`src/rtl/rtc_time_core.sv`:
```
// Time-of-day core: 1 s prescaler, BCD hh:mm:ss, 12/24-hour display, day-carry and second-tick pulses.
// Defining RTC_TIME_CORE_ALARM_EN adds a registered hour/minute alarm comparator.
module rtc_time_core #(
  parameter int unsigned TICKS_PER_SEC = 50000000,
  parameter int unsigned CNT_W         = 26
) (
  input  logic       CP,
  input  logic       nCR,
  input  logic       En,
  input  logic       Mode12,
  input  logic       AdjMinKey,
  input  logic       AdjHrKey,
`ifdef RTC_TIME_CORE_ALARM_EN
  input  logic       AlarmOn,
  input  logic [7:0] AlarmHour,
  input  logic [7:0] AlarmMin,
  output logic       Alarm,
`endif
  output logic [7:0] Hour,
  output logic [7:0] Minute,
  output logic [7:0] Second,
  output logic       PM,
  output logic       SecTick,
  output logic       DayCarry
);

  localparam int unsigned BCD_W  = 8;
  localparam int unsigned HBIN_W = 5;
  localparam logic [CNT_W-1:0] CNT_MAX = CNT_W'(TICKS_PER_SEC - 1);

  logic [CNT_W-1:0]  cnt;
  logic              tick_c;
  logic [BCD_W-1:0]  hour24;
  logic              sec_end_c;
  logic              min_sec_end_c;
  logic              day_end_c;
  logic [HBIN_W-1:0] h_bin_c;
  logic [HBIN_W-1:0] h12_bin_c;
  logic [BCD_W-1:0]  h12_bcd_c;

  // BCD pair increment that wraps to 00 after max_v.
  function automatic logic [BCD_W-1:0] bcd_inc(input logic [BCD_W-1:0] v,
                                               input logic [BCD_W-1:0] max_v);
    if (v == max_v)
      return '0;
    else if (v[3:0] == 4'd9)
      return {v[7:4] + 4'd1, 4'd0};
    else
      return {v[7:4], v[3:0] + 4'd1};
  endfunction

  assign tick_c        = En && (cnt == CNT_MAX);
  assign sec_end_c     = (Second == 8'h59);
  assign min_sec_end_c = sec_end_c && (Minute == 8'h59);
  assign day_end_c     = min_sec_end_c && (hour24 == 8'h23);

  // Prescaler: one enable per TICKS_PER_SEC enabled cycles.
  always_ff @(posedge CP or negedge nCR) begin
    if (!nCR)
      cnt <= '0;
    else if (En)
      cnt <= tick_c ? '0 : cnt + CNT_W'(1);
  end

  // Time fields; keys only matter on a tick, and adjust wraps never carry.
  always_ff @(posedge CP or negedge nCR) begin
    if (!nCR) begin
      Second   <= '0;
      Minute   <= '0;
      hour24   <= '0;
      SecTick  <= 1'b0;
      DayCarry <= 1'b0;
    end else begin
      SecTick  <= tick_c;
      DayCarry <= tick_c && day_end_c && !AdjHrKey;
      if (tick_c) begin
        Second <= bcd_inc(Second, 8'h59);
        if (AdjMinKey || sec_end_c)
          Minute <= bcd_inc(Minute, 8'h59);
        if (AdjHrKey || min_sec_end_c)
          hour24 <= bcd_inc(hour24, 8'h23);
      end
    end
  end

  // 12-hour view: 00 -> 12, 13..23 -> 01..11.
  always_comb begin
    h_bin_c   = HBIN_W'(hour24[7:4]) * HBIN_W'(10) + HBIN_W'(hour24[3:0]);
    h12_bin_c = h_bin_c;
    if (h_bin_c == '0)
      h12_bin_c = HBIN_W'(12);
    else if (h_bin_c > HBIN_W'(12))
      h12_bin_c = h_bin_c - HBIN_W'(12);
    if (h12_bin_c >= HBIN_W'(10))
      h12_bcd_c = {4'd1, 4'(h12_bin_c - HBIN_W'(10))};
    else
      h12_bcd_c = {4'd0, 4'(h12_bin_c)};
  end

  assign Hour = Mode12 ? h12_bcd_c : hour24;
  assign PM   = (hour24 >= 8'h12);

`ifdef RTC_TIME_CORE_ALARM_EN
  // Alarm holds for the whole matching minute and follows AlarmOn within one cycle.
  always_ff @(posedge CP or negedge nCR) begin
    if (!nCR)
      Alarm <= 1'b0;
    else
      Alarm <= AlarmOn && (hour24 == AlarmHour) && (Minute == AlarmMin);
  end
`endif

endmodule

```
`config.mk`:
```
export PLATFORM = sky130hd
export DESIGN_NAME = rtc_time_core
export DESIGN_NICKNAME = d
export VERILOG_FILES = /design/src/rtl/rtc_time_core.sv
export SDC_FILE = /design/constraint.sdc
export NUM_CORES = 1
export LEC_CHECK = 0
export ABC_AREA = 0
export ABC_CLOCK_PERIOD_IN_PS = 3800
export CORE_UTILIZATION = 46
export DETAILED_ROUTE_END_ITERATION = 6
export PLACE_DENSITY = 0.69
export SLEW_MARGIN = 20
export SYNTH_ARGS = -nofsm -noshare
export SYNTH_HDL_FRONTEND = slang
export SYNTH_SLANG_ARGS = --single-unit
```
`constraint.sdc`:
```
create_clock -name CP -period 3.8 [get_ports CP]
set_input_delay 0.76 -clock CP [delete_from_list [all_inputs] [get_ports CP]]
set_output_delay 0.76 -clock CP [all_outputs]
set_load 0.01 [all_outputs]
```
; ---- Yosys cells after proc, flatten, opt, wreduce, memory -nomap -nowiden
; Index checks and enable logic that the tools add are counted.
[op_classes]
multipliers = 1
n_bitwise = 0
div = 0
n_lt_le_gt_ge = 3
n_shift = 0
muxes = 11
eq_ne = 7
reduce_logical = 17
add_sub_neg = 10
[op_table]
columns = operator, count
row1 = 2-to-1 mux 8 bit, 7
row2 = adder 26 x 1 -> 26 bit (second input constant), 1
row3 = equality test 26 bit (second input constant), 1
row4 = 2-to-1 mux 26 bit, 1
row5 = adder 4 x 1 -> 4 bit (second input constant), 6
row6 = equality test 8 x 7 -> 1 bit (second input constant), 2
row7 = 2-to-1 mux 5 bit, 3
row8 = equality test 4 bit (second input constant), 3
row9 = equality test 8 x 6 -> 1 bit (second input constant), 1
row10 = >= comparator 8 x 5 -> 1 bit (second input constant), 1
row11 = AND reduction 2 bit, 3
row12 = AND reduction 3 bit, 2
row13 = nonzero test 2 bit, 3
row14 = adder 5 x 4 -> 5 bit, 1
row15 = >= comparator 5 x 4 -> 1 bit (second input constant), 1
row16 = > comparator 5 x 4 -> 1 bit (second input constant), 1
row17 = logical AND 1 bit, 5
row18 = zero test 5 bit, 1
row19 = subtractor 5 x 4 -> 5 bit (second input constant), 1
row20 = multiplier 4 x 3 -> 4 bit (second input constant), 1
row21 = subtractor 4 bit (second input constant), 1
row22 = logical OR 1 bit, 2
row23 = zero test 1 bit, 1
[word_totals]
mem_bits_rw = 0
latch_bits = 0
rom_bits = 0
reg_bits = 52
inputBits = 6
n_memories = 0

; ---- Logic depth before layout (Yosys ltp)
; Gate-level depths: netlist of the first run.
[logic_depth]
word_depth = 8
ltp_mapped = 13
ltp_nobuf = 13

; ---- Worst setup path after synthesis of the first run
; No wires, ideal clock.
[synth_path]
path_kind = register -> output
start = register hour24[4]
end = output port Hour[3]
path_stages_with_launch = 13
t_arrival_ns = 2.582
setup_slack_ns = 0.458
path_buffers = 0
cell_sequence = dfrtp_1 ha_1 ha_1 xor2_1 inv_1 ha_1 nand2_1 nand2_1 a21o_1 inv_1 ha_1 or3_1 a31oi_1
[synth_between]
elab_chain_cells = 8
[synth_lines]
columns = element, line
row1 = from (decl), 33  ; logic [BCD_W-1:0] hour24;
row2 = from (signal assigned), 81  ; hour24 <= bcd_inc(hour24, 8'h23);
row3 = multiplier 4 x 3 -> 4 bit *, 88  ; h_bin_c = HBIN_W'(hour24[7:4]) * HBIN_W'(10) + HBIN_W'(hour24[3:0]);
row4 = adder 5 x 4 -> 5 bit *, 88
row5 = subtractor 5 x 4 -> 5 bit or > comparator 5 x 4 -> 1 bit (tied branches), "93, 92"
row6 = 2-to-1 mux 5 bit, 92  ; else if (h_bin_c > HBIN_W'(12))
row7 = 2-to-1 mux 5 bit *, 90  ; if (h_bin_c == '0)
row8 = subtractor 4 bit or >= comparator 5 x 4 -> 1 bit (tied branches), "95, 94"
row9 = 2-to-1 mux 5 bit *, 94  ; if (h12_bin_c >= HBIN_W'(10))
row10 = 2-to-1 mux 8 bit *, 100  ; assign Hour = Mode12 ? h12_bcd_c : hour24;
row11 = to (decl), 19  ; output logic [7:0] Hour,
; Mark *: on every way between the ends. The rest lies on a longest branch, timed or not.

; ---- Worst setup path in the final report of the first run
[layout_path]
start = register hour24[4]
end = output port Hour[1]
; The elaborated chain is that of the path after synthesis.

==> run summary, run 1 <==
Tmin final: 3.71 ns
Critical Path Max Stage Delay: 0.41 ns
Crit-path slowest cell: dfrtp_1
Seq/Total Area, Yosys: 42.5%
NetSw: 0.000259 W
Final setup fails: 0
Port Buffer Count: 32
Async SR Flop Fraction: 100%
Relative slew slack: 42.9%
CTS H-tree lvls: 2
Post-synth top area share: 42.5%
Most frequent cell after synthesis: dfrtp_1
Synth unique cells: 49
Worst skew pair latency: 0.30 ns
WHS: 0.501 ns
Drt total wl: 6350 µm
CTS tree: done
Synth top area cells: dfrtp_1 (42%), ha_1 (7.8%), nor2_1 (4.4%)
Detail Placement HPWL: 4450 µm
Clock transition at the registers of the reported paths: 0.09 ns
GR Util All Layers: 19.2%
Vias: 2,520
Diodes inserted: 0
Area grow syn2layout: 24.5%
Most common cell on crit path: ha_4
Syn Inst Count: 321
WL per Instance: 14.0 µm
Maxcap violations: 0
Antenna violations before repair: 0
Post-Syn Area per Cell: 9.55 µm²
Num rows: 29
TritonCTS Buffers: 5
Period utilisation layout: 97.6%
Core Util, Final: 59.7%
Via density: 5.56
RSZ-0062 raised after global routing: true
F_max: 0.269 GHz
Largest net degree at the start of global routing: 40
Peak supply drop: 267 µV
Slew Limit Fails: 0
Critical path startpoint category: register
Sequential Power Share: 60.0%
Vias in the first global route: 2,444
Top delay family on crit path: compound AO/OA/AOI/OAI gates
Initial Utilization: 48.0%
Die height: 83.6 µm
HP Class: register to register
Clock sink count: 52
Starting DRC count in detailed routing: 56
Sw Share: 25.1%
Skew final: 0.00653 ns
Status: finished, final reports clean
Post-route ant nets: 0
FF+latch count, synth: 52
Setup crit end kind: output port
I/O pins: 33
Crit-path max FO: 3
Placer Congestion: 0.804
Nets: 401
Total gr overflow: 0
Die span in x: 83.6 µm
Die area: 6990 µm²
Mapped cell area: 3060 µm²
Pwr dens: 271 nW/µm²
First-pass GRT wire length: 11,000 µm
Core area: 6390 µm²
Final hold vios: 0
Detailed Routing Iterations Pass 1: 5
Buf/Inv on CP: 4
Static leakage: 1.74 nW
Root buffer cell: clkbuf_8
Max Buffers Root-to-Sink: 2
Mapped Nets: 347
Top cells by count, synth: dfrtp_1 (52), nor2_1 (36), nand2_1 (26), o21ai_0 (22), ha_1 (19)
Cts hold-fix bufs: 0
DRC Markers: 0
Arr. time, crit path: 2.95 ns
Dominant synthesized flop cell: dfrtp_1
Final Total Pwr: 0.00103 W
FF-to-FF setup slack: 1.39 ns
Yosys top cell by area: dfrtp_1
Internal: 0.000774 W
CP required: 3.04 ns
Crit-path cells: buf_6, ha_4, ha_4, a21oi_2, a21oi_2, nor3_1, a21o_1, inv_2, ha_4, o41a_1, buf_4, o2111ai_2, o221ai_1, buf_2
Logic pwr share: 8.9%
Post-synth EDFFs: 0
Power share of the clock group: 31.1%
Synth Warn #: 0
Layout cells sized above 1: 19.4%
Worst Setup Path Type: register to output port
Worst-margin pin slew: 0.857 ns
## layout by cell type (no fill, tap or decap), types with 4 or more instances in the layout
cell type / instances
and3_1: 5
inv_1: 15
nor2_1: 36
a21oi_1: 7
nand4_1: 11
and4_1: 4
buf_2: 4
nor3_1: 7
xor2_1: 14
dfrtp_1: 52
clkbuf_8: 6
nand3_1: 13
nand2_1: 24
clkdlybuf4s50_1: 27
nand2b_1: 5
buf_4: 24
o21ai_0: 21
xnor2_1: 9
ha_1: 14
mux2_2: 7
ha_4: 4
## power by group through the flow
| stage | logic, W | clock network, W | registers, W |
|---|---|---|---|
| after floorplan | 0.0000649 | 0 | 0.000622 |
| after global placement | 0.0000911 | 0 | 0.000627 |
| after detailed placement | 0.0000941 | 0 | 0.000629 |
| after CTS | 0.0000937 | 0.000333 | 0.000620 |
| after global routing | 0.000105 | 0.000354 | 0.000623 |
| final | 0.0000919 | 0.000321 | 0.000619 |
## cells by family after synthesis
family / synth area share, %
AO/OA/AOI/OAI: 11.8
XOR/XNOR: 7.60
adder cells (fa/ha/maj): 8.41
buffers and inverters: 3.43
flip-flops: 42.5
multiplexers: 2.57
AND/OR/NAND/NOR: 23.7
## metrics by stage
| step | setup TNS [ns] | cell area (µm²) | std cells | setup slack, ns |
|---|---|---|---|---|
| final | 0 | 3810 | 453 | 0.0893 |
| after global routing | -0.0754 | 3810 | 453 | -0.0581 |
| after CTS | 0 | 3700 | 448 | 0.0147 |
| after detailed placement | -0.191 | 3560 | 436 | -0.0646 |
| after global placement | 0 | 3560 | 436 | 0.0000215 |
| after floorplan | 0 | 3060 | 321 | 0.458 |
## sequential cells by signal, summed over array words and instances, names as in the netlist
name,count
Second,8
hour24,8
cnt,26
SecTick,1
Minute,8
DayCarry,1
## path summary, 6_finish.rpt
path | from | endpoint | depth (start not counted)
max | hour24[4] | Hour[1] | 14
min | cnt[10] | cnt[10] | 1
max reg2reg | cnt[9] | hour24[1] | 7
min reg2reg | cnt[10] | cnt[10] | 1
max in group asynchronous | nCR | Second[6] | 2
min in group asynchronous | nCR | cnt[12] | 1
## timing repair
item / in CTS / in global routing
cloned: 0 / 0
endpoints found under the setup margin: 4 / 4
pin swaps: 3 / 6
gates resized for setup: 20 / 19
setup buffers: 4 / 5
## area by class of cell
class,instances,area (µm²)
clock buffers,6,82.6
clock inverters,2,10.0
fillers,551,2570
inverters,17,63.8
multi-input cells,242,1770
flip-flops and latches,52,1300
well taps,77,96.3
repair buffers,57,487
## routing by layer
metal	up-vias	track usage (%)	wire (µm)
met5	-	0	0
met4	0	5.70	121
met3	17	3.36	162
met2	44	32.6	3090
met1	1209	25.0	2980
li1	1250	-	-
## worst register-to-register path: stages (launching register included)
cell      delay, ns
dfrtp_1        0.42
nor4_1         0.37
nand4_1        0.27
nor3_2         0.20
buf_4          0.29
o211ai_1       0.29
or3_1          0.42
o21ai_0        0.08
No activity file was read; power rests on OpenSTA's default activity.
==> run 2, diff against run 1 <==
--- a/config.mk
+++ b/config.mk
@@ -5,11 +5,11 @@
 export SDC_FILE = /design/constraint.sdc
 export NUM_CORES = 1
 export LEC_CHECK = 0
-export ABC_AREA = 0
+export ABC_AREA = 1
 export ABC_CLOCK_PERIOD_IN_PS = 3800
 export CORE_UTILIZATION = 46
 export DETAILED_ROUTE_END_ITERATION = 6
-export PLACE_DENSITY = 0.69
+export PLACE_DENSITY = 0.68
 export SLEW_MARGIN = 20
 export SYNTH_ARGS = -nofsm -noshare
 export SYNTH_HDL_FRONTEND = slang
==> run 2 against run 1 <==
Effect of this change:
- count of clock-buffer cells in the layout shrank 1
- global-route usage rose by 1.4 points
- non-clock buffer count is 18 lower
- combinational power is 65% higher
- critical path depth up 3
- final cell count is 33% higher
- first-iteration DRC count grew to 3.0 times the previous value
- core utilization decreased by 3.4 points
- clock power rose by 24%
- sequential share of layout area decreased by 2.4 points
- sequential power rose by 3%
- flip-flop and latch count is the same
- largest power group unchanged
- highest routed layer unchanged
==> run summary, run 2 <==
Synth unique cells: 37
# fillers: 730
HP Class: register to register
Async SR Flop Fraction: 100%
Die span in x: 89.0 µm
FF-to-FF setup slack: 1.66 ns
Die area: 7920 µm²
Final hold vios: 0
I/O pins: 33
Dominant synthesized flop cell: dfrtp_1
Num rows: 31
Via density: 5.19
CP required: 3.04 ns
Most common cell after layout, fill and taps aside: nand2_1
Starting DRC count in detailed routing: 169
Root buffer cell: clkbuf_8
Vias: 3,133
Syn Inst Count: 463
Core area: 7290 µm²
CTS H-tree lvls: 2
Crit-path cells: ha_4, fa_1, inv_1, ha_1, nand2_1, inv_1, nand2_1, inv_1, nor2_2, ha_1, inv_1, nand2_2, nand3_1, nand2_1, nand2_1, o21ai_1, buf_2
Post-synth top area share: 37.4%
Hold path depth: 1
Vias in the first global route: 2,883
Max Buffers Root-to-Sink: 2
WL per Instance: 12.7 µm
Worst hold start: cnt[7]
Synth Warn #: 0
Worst Setup Path Type: register to output port
Setup crit end kind: output port
RSZ-0062 raised after global routing: false
Slew Limit Fails: 0
Clock transition at the registers of the reported paths: 0.10 ns
FF-to-FF path depth: 12
Detailed Routing Iterations Pass 1: 4
Final setup fails: 0
Status: finished, final reports clean
Crit-path slowest cell: fa_1
Critical register-to-register path startpoint: cnt[0]
DRC Markers: 0
Top cells by count, synth: nand2_1 (83), inv_1 (75), dfrtp_1 (52), nand3_1 (44), nor2_1 (43)
Yosys top cell by area: dfrtp_1
Post-synth EDFFs: 0
Worst skew pair latency: 0.31 ns
Dpl cells: 593
Initial Utilization: 47.8%
Nets: 530
Detail Placement HPWL: 5770 µm
Port Buffer Count: 32
Arr. time, crit path: 2.92 ns
Mapped cell area: 3480 µm²
RR Endpoint: Minute[5]
Period utilisation layout: 96.9%
Maxcap violations: 0
Total gr overflow: 0
Relative slew slack: 41.5%
Largest net degree at the start of global routing: 41
Skew final: 0.00710 ns
Mapped Nets: 489
Seq/Total Area, Yosys: 37.4%
WHS Endpoint: cnt[7]
Worst-margin pin slew: 0.877 ns
Post-Syn Area per Cell: 7.52 µm²
Drt total wl: 7670 µm
Finished Layout Cells: 604
Critical path startpoint category: register
Placer Congestion: 0.888
Most frequent cell after synthesis: nand2_1
Die height: 89.0 µm
Antenna violations before repair: 0
Crit-path max FO: 3
Max reg flops: 26
Layout cells sized above 1: 12.5%
GR Util All Layers: 20.5%
Most frequent cells in the layout: nand2_1 (80), inv_1 (75), dfrtp_1 (51)
FF+latch count, synth: 52
Diodes inserted: 0
Tmin final: 3.68 ns
F_max: 0.272 GHz
Final Total Pwr: 0.00119 W
Largest reg by FF count: cnt
Pwr dens: 289 nW/µm²
First-pass GRT wire length: 12,700 µm
TritonCTS Buffers: 5
Static leakage: 2.06 nW
Peak supply drop: 128 µV
Clock sink count: 52
CTS tree: done
Critical Path Max Stage Delay: 0.58 ns
Synth top area cells: dfrtp_1 (37%), nand2_1 (8.9%), inv_1 (8.1%)
Area grow syn2layout: 17.9%
Post-route ant nets: 0
-- run 2: changes by cell type in the layout (fill, tap and decap cells not counted), moves of 9 or more --
cell and delta:
buf_4 -17, nor3_1 +11, nand3_1 +31, nand2_1 +56, inv_1 +60, o21ai_1 +9, a21oi_1 +16
-- run 2: area by class of cell --
| type | instances | area [µm²] | area share [%] |
|---|---|---|---|
| tap | 99 | 124 | 3.02 |
| multi-input combinational | 321 | 1890 | 46.1 |
| inverter | 85 | 320 | 7.80 |
| clock inverter | 3 | 46.3 | 1.13 |
| clock buffer | 5 | 68.8 | 1.68 |
| timing repair buffer | 39 | 353 | 8.59 |
| sequential | 52 | 1300 | 31.7 |
-- run 2: power by group --
| part | internal [W] | total (W) | switching, W |
|---|---|---|---|
| Clock | 0.000199 | 0.000398 | 0.000199 |
| Combinational | 0.0000539 | 0.000152 | 0.0000983 |
| Sequential | 0.000592 | 0.000635 | 0.0000432 |
-- run 2: per-layer routing --
layer	vias to the layer above	share of wire, %	GRT usage, %
met5	-	0	0
met4	0	1.3	6.35
met3	11	3.8	3.42
met1	1478	47	26.7
met2	62	48	35.1
li1	1582	-	-
-- run 2: cell families after synthesis --
logic type,after synthesis,synth area share (%)
simple gates,227,32.2
buf+inv,90,9.99
compound gates,58,9.02
flops,52,37.4
fa+ha+maj,20,7.40
xor+xnor,16,4.02
-- run 2: worst max-delay path: cells and delay by family, from the launching register on --
kind	cells	cell delay, ns
AOI/OAI and AO/OA	1	0.08
adders and majority gates	4	1.10
buffers and inverters	5	0.39
DFF	1	0.46
and+or+nand+nor	7	0.59
-- run 2: how the worst max path moves through the flow --
stage	slack, ns	start	end	cells past startpoint
after global routing	0.002	hour24[4]	Hour[2]	16
after floorplan	0.63	hour24[4]	Hour[1]	18
final	0.12	hour24[4]	Hour[1]	17
after CTS	0.002	hour24[4]	Hour[1]	17
after global placement	0.09	hour24[4]	Hour[1]	19
after detailed placement	-0.02	hour24[4]	Hour[1]	19
-- run 2: per-stage QoR --
step	hold WS, ns	setup WS (ns)	utilization, %	instance area, µm²	TNS (ns)
after global placement	0.497	0.0880	53.8	3930	0
after detailed placement	0.498	-0.0235	53.8	3930	-0.0235
final	0.519	0.119	56.3	4110	0
after global routing	0.551	0.00172	56.3	4110	0
after floorplan	0.464	0.630	-	3480	0
after CTS	0.518	0.00213	55.7	4060	0
-- run 2: timing repair --
action / in CTS / in global routing
hold buffers: 0 / 0
gates cloned: 0 / 0
resized for setup: 7 / 18
pin swaps: 0 / 2
setup buffers: 1 / 2
setup endpoints to repair: 4 / 4
